==> config.mk <==
export PLATFORM = sky130hd
export DESIGN_NAME = ps2_host_tx
export DESIGN_NICKNAME = d
export VERILOG_FILES = /design/src/rtl/ps2_host_tx.sv
export SDC_FILE = /design/constraint.sdc
export NUM_CORES = 1
export LEC_CHECK = 0
export ABC_AREA = 1
export BUFFER_PORTS_ARGS = -buffer_cell sky130_fd_sc_hd__clkbuf_2
export CORE_UTILIZATION = 60
export DETAILED_ROUTE_END_ITERATION = 8
export GPL_TIMING_DRIVEN = 0
export PLACE_DENSITY = 0.79
export SLEW_MARGIN = 20
export SYNTH_ARGS = -nofsm -noshare
export SYNTH_HDL_FRONTEND = slang
export SYNTH_SLANG_ARGS = --single-unit
==> constraint.sdc <==
create_clock -name clk -period 2.9 [get_ports clk]
set_input_delay 0 -clock clk [delete_from_list [all_inputs] [get_ports clk]]
set_output_delay 0 -clock clk [all_outputs]
set_load 0.01 [all_outputs]
==> src/rtl/ps2_host_tx.sv <==
`timescale 1ns/1ps
// ps2_host_tx: host-to-device PS/2 byte transmitter.
// Pulls PS2_CLK low to inhibit and then sends a request-to-send.
// Shifts out the byte, then odd parity and the stop bit.
// Checks the device ACK and reports the outcome with a one-cycle done pulse.
module ps2_host_tx #(
    parameter int INHIBIT_CYCLES       = 10000,
    parameter int START_TIMEOUT_CYCLES = 1500000,
    parameter int XFER_TIMEOUT_CYCLES  = 200000
) (
    input  logic       clk,
    input  logic       rst,
    input  logic [7:0] tx_data,
    input  logic       tx_valid,
    output logic       tx_ready,
    input  logic       ps2_clk_i,
    input  logic       ps2_data_i,
    output logic       ps2_clk_oe,
    output logic       ps2_data_oe,
    output logic       busy,
    output logic       done,
    output logic       ack_ok,
    output logic       error
);

    typedef enum logic [2:0] {
        IDLE,
        INHIBIT,
        REQ,
        WAIT_FIRST,
        SHIFT,
        ACK,
        WAIT_IDLE,
        FAIL
    } state_t;

    localparam logic [20:0] CNT_MAX      = '1;
    localparam logic [20:0] INHIBIT_LAST = 21'(INHIBIT_CYCLES - 1);
    localparam logic [20:0] START_LAST   = 21'(START_TIMEOUT_CYCLES - 1);
    localparam logic [20:0] XFER_LAST    = 21'(XFER_TIMEOUT_CYCLES - 1);

    state_t      state, state_n;
    logic [20:0] cnt, cnt_n;
    logic [8:0]  shreg, shreg_n;
    logic [3:0]  bit_cnt, bit_cnt_n;
    logic        data_oe_n, clk_oe_n, done_n, ack_ok_n, error_n;
    logic        clk_meta, clk_sync, clk_prev, data_meta, data_sync;
    logic        fall;

    // Two-flop synchronisers on both pins, plus one extra clock stage for edge detection.
    always_ff @(posedge clk or negedge rst) begin
        if (!rst) begin
            clk_meta  <= 1'b1;
            clk_sync  <= 1'b1;
            clk_prev  <= 1'b1;
            data_meta <= 1'b1;
            data_sync <= 1'b1;
        end else begin
            clk_meta  <= ps2_clk_i;
            clk_sync  <= clk_meta;
            clk_prev  <= clk_sync;
            data_meta <= ps2_data_i;
            data_sync <= data_meta;
        end
    end

    assign fall     = clk_prev & ~clk_sync;
    assign tx_ready = (state == IDLE);
    assign busy     = (state != IDLE);

    // State, counters and all line/status outputs are registered so the pins never glitch.
    always_ff @(posedge clk or negedge rst) begin
        if (!rst) begin
            state       <= IDLE;
            cnt         <= '0;
            shreg       <= '1;
            bit_cnt     <= '0;
            ps2_clk_oe  <= 1'b0;
            ps2_data_oe <= 1'b0;
            done        <= 1'b0;
            ack_ok      <= 1'b0;
            error       <= 1'b0;
        end else begin
            state       <= state_n;
            cnt         <= cnt_n;
            shreg       <= shreg_n;
            bit_cnt     <= bit_cnt_n;
            ps2_clk_oe  <= clk_oe_n;
            ps2_data_oe <= data_oe_n;
            done        <= done_n;
            ack_ok      <= ack_ok_n;
            error       <= error_n;
        end
    end

    // Next-state logic. Data only changes right after a detected falling edge, while the device holds clock low.
    always_comb begin
        state_n   = state;
        cnt_n     = (cnt == CNT_MAX) ? cnt : cnt + 21'd1;
        shreg_n   = shreg;
        bit_cnt_n = bit_cnt;
        data_oe_n = ps2_data_oe;
        done_n    = 1'b0;
        ack_ok_n  = 1'b0;
        error_n   = 1'b0;

        case (state)
            IDLE: begin
                data_oe_n = 1'b0;
                if (tx_valid) begin
                    shreg_n = {~^tx_data, tx_data};
                    cnt_n   = '0;
                    state_n = INHIBIT;
                end
            end
            INHIBIT: begin
                if (cnt >= INHIBIT_LAST) begin
                    data_oe_n = 1'b1;
                    state_n   = REQ;
                end
            end
            REQ: begin
                cnt_n   = '0;
                state_n = WAIT_FIRST;
            end
            WAIT_FIRST: begin
                if (fall) begin
                    data_oe_n = ~shreg[0];
                    shreg_n   = {1'b1, shreg[8:1]};
                    bit_cnt_n = 4'd1;
                    cnt_n     = '0;
                    state_n   = SHIFT;
                end else if (cnt >= START_LAST) begin
                    state_n = FAIL;
                end
            end
            SHIFT: begin
                if (cnt >= XFER_LAST) begin
                    state_n = FAIL;
                end else if (fall) begin
                    if (bit_cnt == 4'd9) begin
                        data_oe_n = 1'b0;
                        state_n   = ACK;
                    end else begin
                        data_oe_n = ~shreg[0];
                        shreg_n   = {1'b1, shreg[8:1]};
                        bit_cnt_n = bit_cnt + 4'd1;
                    end
                end
            end
            ACK: begin
                if (cnt >= XFER_LAST) begin
                    state_n = FAIL;
                end else if (fall) begin
                    state_n = data_sync ? FAIL : WAIT_IDLE;
                end
            end
            WAIT_IDLE: begin
                if (cnt >= XFER_LAST) begin
                    state_n = FAIL;
                end else if (clk_sync && data_sync) begin
                    done_n   = 1'b1;
                    ack_ok_n = 1'b1;
                    state_n  = IDLE;
                end
            end
            FAIL: begin
                data_oe_n = 1'b0;
                state_n   = IDLE;
            end
            default: begin
                state_n = IDLE;
            end
        endcase

        if (state_n == FAIL && state != FAIL) begin
            data_oe_n = 1'b0;
            done_n    = 1'b1;
            error_n   = 1'b1;
        end

        clk_oe_n = (state_n == INHIBIT) || (state_n == REQ);
    end

endmodule

Word-level counts from Yosys, hierarchy flattened

Cells that the tools add are included.

Register bits: 47
Bits of input ports: 13
Output and inout port bits: 7
Word-level logic and storage cells: 97

Add/sub/neg operators: 2
Magnitude comparators: 3
Equal/unequal tests: 22
Muxes and demuxes: 40
Bitwise gates (word level): 3
Reductions and logical operators: 13

Operator list:

| cell                    | count |
|---|---|
| $mux W21                | 3 |
| $pmux W21 S3            | 1 |
| $mux W9                 | 5 |
| $mux W3                 | 11 |
| $pmux W9 S3             | 1 |
| $pmux W3 S8             | 1 |
| $add A21 B1 Y21 const B | 1 |
| $eq A21 B21 Y1 const B  | 1 |
| $ge A21 B14 Y1 const B  | 1 |
| $ge A21 B18 Y1 const B  | 1 |
| $ge A21 B21 Y1 const B  | 1 |
| $mux W4                 | 4 |
| $eq A3 B3 Y1 const B    | 5 |
| $ne A3 B3 Y1 const B    | 5 |
| $mux W1                 | 12 |
| $ne A2 B2 Y1 const B    | 5 |
| $reduce_and A5 Y1       | 2 |
| $eq A3 B2 Y1 const B    | 3 |
| $pmux W4 S2             | 1 |
| $reduce_xnor A8 Y1      | 1 |
| $eq A3 B1 Y1 const B    | 2 |
| $reduce_and A6 Y1       | 1 |
| $reduce_bool A3 Y1      | 2 |
| $reduce_bool A5 Y1      | 1 |
| other kinds (10)        | 12 |

Logic depth before layout (Yosys ltp)

Gate-level depths: netlist (run 1).

Depth after elaboration: 9
Mapped depth: 16
Mapped depth without buffers: 16

Worst setup path before layout (run 1)

Ideal clock, no wire load.

Path type: register -> register
Start point: register cnt[0]
End point: register cnt[13]
Setup time: 0.119 ns
Arrival: 1.740 ns
Required time: 2.781 ns
Slack: 1.041 ns
Cell stages (with the launch flop): 15
Buffers on the path: 0
Period minus slack after synthesis: 1.859 ns
Cell sequence: dfrtp_1 > ha_1 > nand3_1 > nor2_2 > nand2_2 > nor2_4 > nand2_2 > nor2_4 > nand3_4 > nor2_4 > nand2_4 > nand2_4 > nor2_2 > a21oi_1 > nor2_1

Cells in the longest elaborated chain, start to end: 4
Elaborated cells between the ends (all ways): 6
Those cells by class: 1 x add/sub; 1 x eq/ne; 4 x mux

RTL lines:

| item                                                     | RTL line | RTL |
|---|---|---|
| from (decl)                                              | 43       | `logic [20:0] cnt, cnt_n;` |
| from (signal assigned)                                   | 85       | `cnt <= cnt_n;` |
| $add A21 B1 Y21 / $eq A21 B21 Y1 (equally long branches) | 99       | `cnt_n = (cnt == CNT_MAX) ? cnt : cnt + 21'd1;` |
| $mux W21 (*)                                             | 99       |  |
| $mux W21 (on tied branches)                              | 127, 110 |  |
| $pmux W21 S3 (*)                                         | 107      | `case (state)` |
| named net cnt_n[13]                                      | 43       |  |

Mark *: on every way through the listed nets, which the timed path passes. The rest lies on a longest branch.
A chain may end at the register's enable or synchronous reset.

Worst setup path after layout (run 1)

Start point: register clk_prev
End point: register cnt[4]

Cells in the longest elaborated chain, start to end: 3

RTL lines:

| item                   | RTL line | RTL |
|---|---|---|
| from (decl)            | 47       | `logic clk_meta, clk_sync, clk_prev, data_meta, data_sync;` |
| from (signal assigned) | 61       | `clk_prev <= clk_sync;` |
| $and A1 B1 Y1          | 67       | `assign fall = clk_prev & ~clk_sync;` |
| $mux W21               | 127      | `if (fall) begin` |
| $pmux W21 S3           | 107      |  |
| named net cnt_n[4]     | 43       |  |

The timed path passes the listed nets, and every way through them passes these cells.

==> results of run 1 <==
## worst paths after layout
check / from / endpoint / cells past startpoint
worst max-delay path: clk_prev / cnt[4] / 8
worst min-delay path: tx_data[7] / shreg[7] / 5
worst max register to register: clk_prev / cnt[4] / 8
worst min register to register: data_meta / data_sync / 0
max in group asynchronous: rst / state[0] / 2
min in group asynchronous: rst / ps2_clk_oe / 2
## per-layer routing
metal | vias up | GRT usage | share of wire
met4 | 0 | 0.0778 | 0.011
met5 | - | 0 | 0
li1 | 1327 | - | -
met2 | 83 | 0.387 | 0.42
met1 | 1166 | 0.412 | 0.51
met3 | 6 | 0.0399 | 0.064
## worst max-delay path, stage by stage, from the launching register on
cell      delay (ns)
dfstp_2         0.52
inv_1           0.03
nor2_1          0.28
nor2_1          0.15
nor3_2          0.48
inv_1           0.28
buf_4           0.25
o211ai_1        0.10
inv_1           0.06
## cell type report
class                   instances  share of cell area
inverters                      62              0.0738
flip-flops and latches         47               0.379
well taps                      52              0.0206
repair buffers                 23              0.0437
clock inverters                 3             0.00595
clock buffers                   5              0.0218
multi-input cells             280               0.448
plain buffers                   3             0.00715
## power breakdown
group	internal, uW	switching, uW
clock network	170	227
logic	359	600
registers	850	107
total	1380	933
## flip-flops by register name, summed over array words and instances, names as in the netlist, 3 cells and up
register and count:
state 3, cnt 21, shreg 9, bit_cnt 4
## synth_stat cells, drive strengths merged
master	n	area share
nor3	11	0.023
inv	62	0.081
nand4	4	0.0087
ha	3	0.013
o31ai	1	0.0026
xor2	3	0.0092
a21oi	16	0.028
clkbuf	1	0.0013
a31oi	4	0.0087
nand3b	3	0.0079
nor4	4	0.0087
xnor2	6	0.018
a211oi	2	0.0052
dfrtp	33	0.29
nand3	39	0.073
nand2	95	0.13
o21ai	17	0.030
o22ai	2	0.0044
nor2	57	0.086
o21a	7	0.018
o211ai	4	0.010
a22oi	1	0.0026
dfstp	14	0.13
nor3b	1	0.0044
buf	2	0.0066
## timing repair
item	CTS	global route
hold buffers	4	0
endpoints found under the setup margin	0	0
gates resized for setup	0	0
endpoints found under the hold margin	36	0
## placed cells by master, fill, tap and decap left out, types with 2 or more instances in the layout
master / netlist / final
a211oi_1: 2 / 2
a21oi_1: 16 / 16
a31oi_1: 4 / 4
clkbuf_2: 0 / 18
clkbuf_8: 0 / 5
clkinv_2: 0 / 2
dfrtp_1: 33 / 33
dfstp_2: 14 / 14
dlygate4sd3_1: 0 / 4
ha_1: 3 / 3
inv_1: 61 / 61
nand2_1: 91 / 91
nand2_2: 2 / 2
nand2_4: 2 / 2
nand3_1: 38 / 38
nand3b_1: 3 / 3
nand4_1: 4 / 4
nor2_1: 50 / 50
nor2_2: 4 / 4
nor2_4: 3 / 3
nor3_1: 9 / 9
nor3_2: 2 / 2
nor4_1: 4 / 4
o211ai_1: 4 / 4
o21a_1: 7 / 7
o21ai_0: 14 / 14
o21ai_1: 3 / 3
o22ai_1: 2 / 2
xnor2_1: 6 / 6
xor2_1: 3 / 3
## through the flow
step / worst slack (ns) / hold slack [ns] / total power (uW) / cell area, um2
6_report: 0.644 / 0.0110 / 2310 / 3150
5_1_grt: 0.449 / 0.0364 / 2500 / 3150
4_1_cts: 0.679 / 0.0106 / 2320 / 3150
3_5_place_dp: 0.685 / 0.0811 / 1910 / 3020
3_3_place_gp: 0.653 / 0.0875 / 1890 / 3020
2_1_floorplan: 1.04 / -0.296 / 1660 / 2860
## logic make-up after synthesis
group,Yosys count,synth area share
xor+xnor,9,0.0275
simple gates,214,0.343
buf+inv,65,0.0892
fa+ha+maj,3,0.0131
compound gates,54,0.110
flops,47,0.417
==> results.toml, run 1 <==
[die]
num_rows = 24
die_area_um2 = 5050
ios = 20
start_util = 0.640
design.core.area_um2 = 4470
die_y_um = 71.1
die_w_um = 71.1

[timing]
timing.final.crit_period_ns = 2.26
finalSetupViolCount = 0
skew_ns = 0.00979
max_slew_margin = 0.590
grt_setup_unrepaired = "no"
hold_violations = 0
max_freq_mhz = 443
period_share = 0.778
worst_pin_slew_ns = 0.614
drv_slew = 0
fin_tns_setup_ns = 0

[power_and_ir_drop]
ir_worst_vdd_uv = 560
powerDensity_nw_per_um2 = 733
p_leak_uw = 0.00150

[placement]
post-place-cells = 463
port_buffers = 19
place_congestion = 0.951
post-dp-hpwl_um = 4720

[routing]
route.vias.total = 2582
drcViolationCount = 0
drt-initial-drc-count = 270
avgViaCountPerCell = 5.44
totalWireLength_um = 6220
ant_nets = 0
wl_per_cell_um = 13.1
dr.pass1.iters = 5

[cells_and_area]
layout-drive-gt1-share = 0.139
fin_util = 0.704
antennaDiodeCount = 0
syn2layout_area_growth_pct = 10.1
nNetsFinal = 438
nFillCells = 382
stdcell_count = 475
seq_area_um2 = 1190
multi_input_area_um2 = 1410

[run]
cap_viol_max_count = 0

[synthesis]
ys_seq_area_frac = 0.417
synth_area_um2 = 2860
synth_seq_cells = 47
synthCells = 392
avgSynthCellArea_um2 = 7.30
ys_warn_count = 0
synthesis.nets = 408
synth.distinct_cells = 34

[worst_setup_path]
worstSetupPathType = "flop to flop"
worst_ep_required_time_ns = 3.10
worstPathArrival_ns = 2.45
critical_path.max_fanout = 10
cp-end-kind = "flop"
regToRegSetupSlack_ns = 0.64
worst_setup_path_start_kind = "flop"

[clock_tree]
clock-sinks = 47
clk_latency_ns = 0.31
cts_tree = "built"
cts_buffers = 5
root_buffer = "clkbuf_8"
post_cts_buffers = 0
clock_path_buffers = 2
cts_max_level = 2
path_clk_slew_ns = 0.09

[global_route]
grtUsageTotal = 0.267
grt_start_max_net_pins = 48
grt_pass1_vias = 2284
grt_pass1_wl_um = 10400
overflow = 0
antenna_found_initial = 0

[min_path]
hold_path.class = "input pin to flop"

[run_status]
status = "finished clean"
(Power assumes the default switching activity.)
==> inputs of run 2 (changes only) <==
Settings changed: ABC_AREA 1 to 0, CORE_UTILIZATION 60 to 54, PLACE_DENSITY 0.79 to 0.76.
Clock period 2.9 ns to 1.9 ns, I/O delays scaled along.
==> run 2 against run 1 <==
Against the previous run: worst hold slack improved by 0.012 ns; via count fell by 3.8%; critical endpoint is now ps2_clk_oe; synthesized cell count fell by 27%; combinational power rose by 110%; register-to-register slack got worse by 1.0 ns; global-route usage rose by 1.9 points; clock power rose by 75%; power rose by 85%; sequential share of layout area fell by 6.1 points; the run now ends with negative setup slack left.
==> results.toml, run 2 <==
[placement]
place_area_um2 = 2900
place_congestion = 0.954
place_ws_ns = -0.399
post-dp-hpwl_um = 3880
port_buffers = 19

[synthesis]
synthesis.nets = 301
synth_common_cells = "nor2_1 (53), dfrtp_1 (33), nand2_1 (24), dfstp_2 (14), xnor2_1 (14)"
ys_seq_area_frac = 0.449
synth_area_leader_cell = "dfrtp_1"
synth_area_um2 = 2660
ys_warn_count = 0
synth_seq_cells = 47
synth-main-ff-cell = "dfrtp_1"
synth.distinct_cells = 57
synth_top_area_frac = 0.311
synth_area_leaders = "dfrtp_1 (31%), dfstp_2 (14%), nor2_1 (7.5%)"
async_reset_ff_frac = 1.00
synthCells = 285
synth_edf_count = 0
avgSynthCellArea_um2 = 9.32
yosysMostFrequentCell = "nor2_1"

[cells_and_area]
layout_common_cells = "nor2_1 (38), buf_4 (29), dfrtp_1 (23)"
antennaDiodeCount = 0
layout-drive-gt1-share = 0.461
finalInstanceArea_um2 = 3790
layout_commonest_cell = "nor2_1"
largest_reg_flops = 21
top_regs = "cnt (21), shreg (9), bit_cnt (4)"
top_register = "cnt"
syn2layout_area_growth_pct = 42.7
nNetsFinal = 377

[timing]
max_slew_margin = 0.568
period_share = 1.19
hold_violations = 0
fin_tns_setup_ns = -7.03
grt_setup_unrepaired = "yes"
timing.final.crit_period_ns = 2.25
worst_pin_slew_ns = 0.649
setup_slack_ns = -0.353
finalSetupViolCount = 38
skew_ns = 0.0127
drv_slew = 0
max_freq_mhz = 444

[run_status]
violations = "negative setup slack"
status = "finished with violations"

[power_and_ir_drop]
powerDensity_nw_per_um2 = 1130
p_leak_uw = 0.00161
ir_worst_vdd_uv = 671
p_total_uw = 4280

[die]
ios = 20
num_rows = 25
die_y_um = 72.2
design.core.area_um2 = 4720
start_util = 0.563
die_area_um2 = 5210
die_w_um = 72.2

[worst_setup_path]
worst_ep_required_time_ns = 2.10
path_cells = "nor3_4, nand4_1, a221oi_4, buf_6, o32ai_4, a221oi_4, buf_6, xnor2_2, nor3_2"
worst_setup_path_start_kind = "flop"
critical_path.max_fanout = 5
slowest_stage = "dfrtp_2"
slowest_delay_ns = 0.45
startpoint = "cnt[20]"
r2r-start = "cnt[20]"
worstPathArrival_ns = 2.45
cp-end-kind = "flop"
worstSetupPathType = "flop to flop"

[clock_tree]
cts_max_level = 2
clock-sinks = 47
root_buffer = "clkbuf_8"
clk_latency_ns = 0.31
cts_tree = "built"
cts_buffers = 5
clock_path_buffers = 2
path_clk_slew_ns = 0.08

[routing]
dr.pass1.iters = 5
drt-initial-drc-count = 191
totalWireLength_um = 7490
avgViaCountPerCell = 5.79
wl_per_cell_um = 17.4
drcViolationCount = 0
route.vias.total = 2484
ant_nets = 0

[global_route]
grt_pass1_vias = 2378
antenna_found_initial = 0
grt_start_max_net_pins = 48
overflow = 0
grt_pass1_wl_um = 11300
grtUsageTotal = 0.285

[run]
cap_viol_max_count = 0

[min_path]
hold_path.class = "input pin to flop"
hold_start = "tx_valid"
==> run 2: changes by cell type after synthesis, moves of 4 or more <==
cell	previous run	this run
nand2_1	91	24
inv_1	61	9
nand3_1	38	8
mux2i_1	0	10
xnor2_1	6	14
o21a_1	7	1
xor2_1	3	9
clkbuf_1	1	6
buf_2	0	4
nor2_2	4	0
==> run 2: layout make-up <==
cell class | instances | area, um2
Tap cell | 67 | 83.8
Sequential cell | 47 | 1210
Clock buffer | 7 | 97.6
Multi-Input combinational cell | 217 | 1720
Fill cell | 253 | 932
Timing Repair Buffer | 71 | 567
Clock inverter | 1 | 7.51
Inverter | 9 | 33.8
Buffer | 10 | 76.3
==> run 2: logic make-up after synthesis <==
| family | share of synthesized area |
|---|---|
| XOR/XNOR | 0.0758 |
| AO/OA/AOI/OAI | 0.153 |
| buffers and inverters | 0.0358 |
| AND/OR/NAND/NOR | 0.234 |
| multiplexers | 0.0377 |
| flip-flops | 0.449 |
| adder cells (fa/ha/maj) | 0.0141 |
==> run 2: metrics by stage <==
| stage | hold WS [ns] | cells | util |
|---|---|---|---|
| finish | 0.0227 | 429 | 0.803 |
| global route | 0.0244 | 429 | 0.803 |
| CTS | 0.00829 | 422 | 0.743 |
| detailed placement | 0.0875 | 371 | 0.614 |
| global placement | 0.0900 | 371 | 0.614 |
| floorplan | -0.296 | 285 | - |
==> run 2: path summary, 6_finish.rpt <==
path	endpoint	slack, ns	depth (start not counted)
setup / recovery	ps2_clk_oe	-0.35	9
hold / removal	state[0]	0.02	3
setup reg to reg	ps2_clk_oe	-0.35	9
hold reg to reg	clk_sync	0.36	0
max in group asynchronous	cnt[4]	1.14	2
min in group asynchronous	bit_cnt[2]	0.28	2
==> run 2: per-layer routing <==
layer,track usage,part of all wire,vias to the layer above
li1,-,-,1154
met1,0.354,0.42,1223
met2,0.495,0.52,84
met3,0.0472,0.037,23
met4,0.115,0.027,0
met5,0,0,-
==> run 2: repair_timing <==
item / in CTS / in global routing
resized for setup: 42 / 66
endpoints found under the hold margin: 41 / 0
hold buffers: 9 / 0
endpoints found under the setup margin: 38 / 40
gates cloned: 1 / 1
buffers inserted: 34 / 7
pin swaps: 22 / 22
==> run 2: report_power, final <==
part / internal (uW) / switching (uW)
registers: 1310 / 231
clock network: 340 / 356
logic: 951 / 1090
total: 2600 / 1670
==> run 2: worst max-delay path: cells and delay by family (launching register included) <==
| family | cells | cell delay (ns) |
|---|---|---|
| AND/OR/NAND/NOR | 3 | 0.54 |
| buffers and inverters | 2 | 0.34 |
| XOR/XNOR | 1 | 0.11 |
| flip-flops | 1 | 0.45 |
| AO/OA/AOI/OAI | 3 | 0.70 |
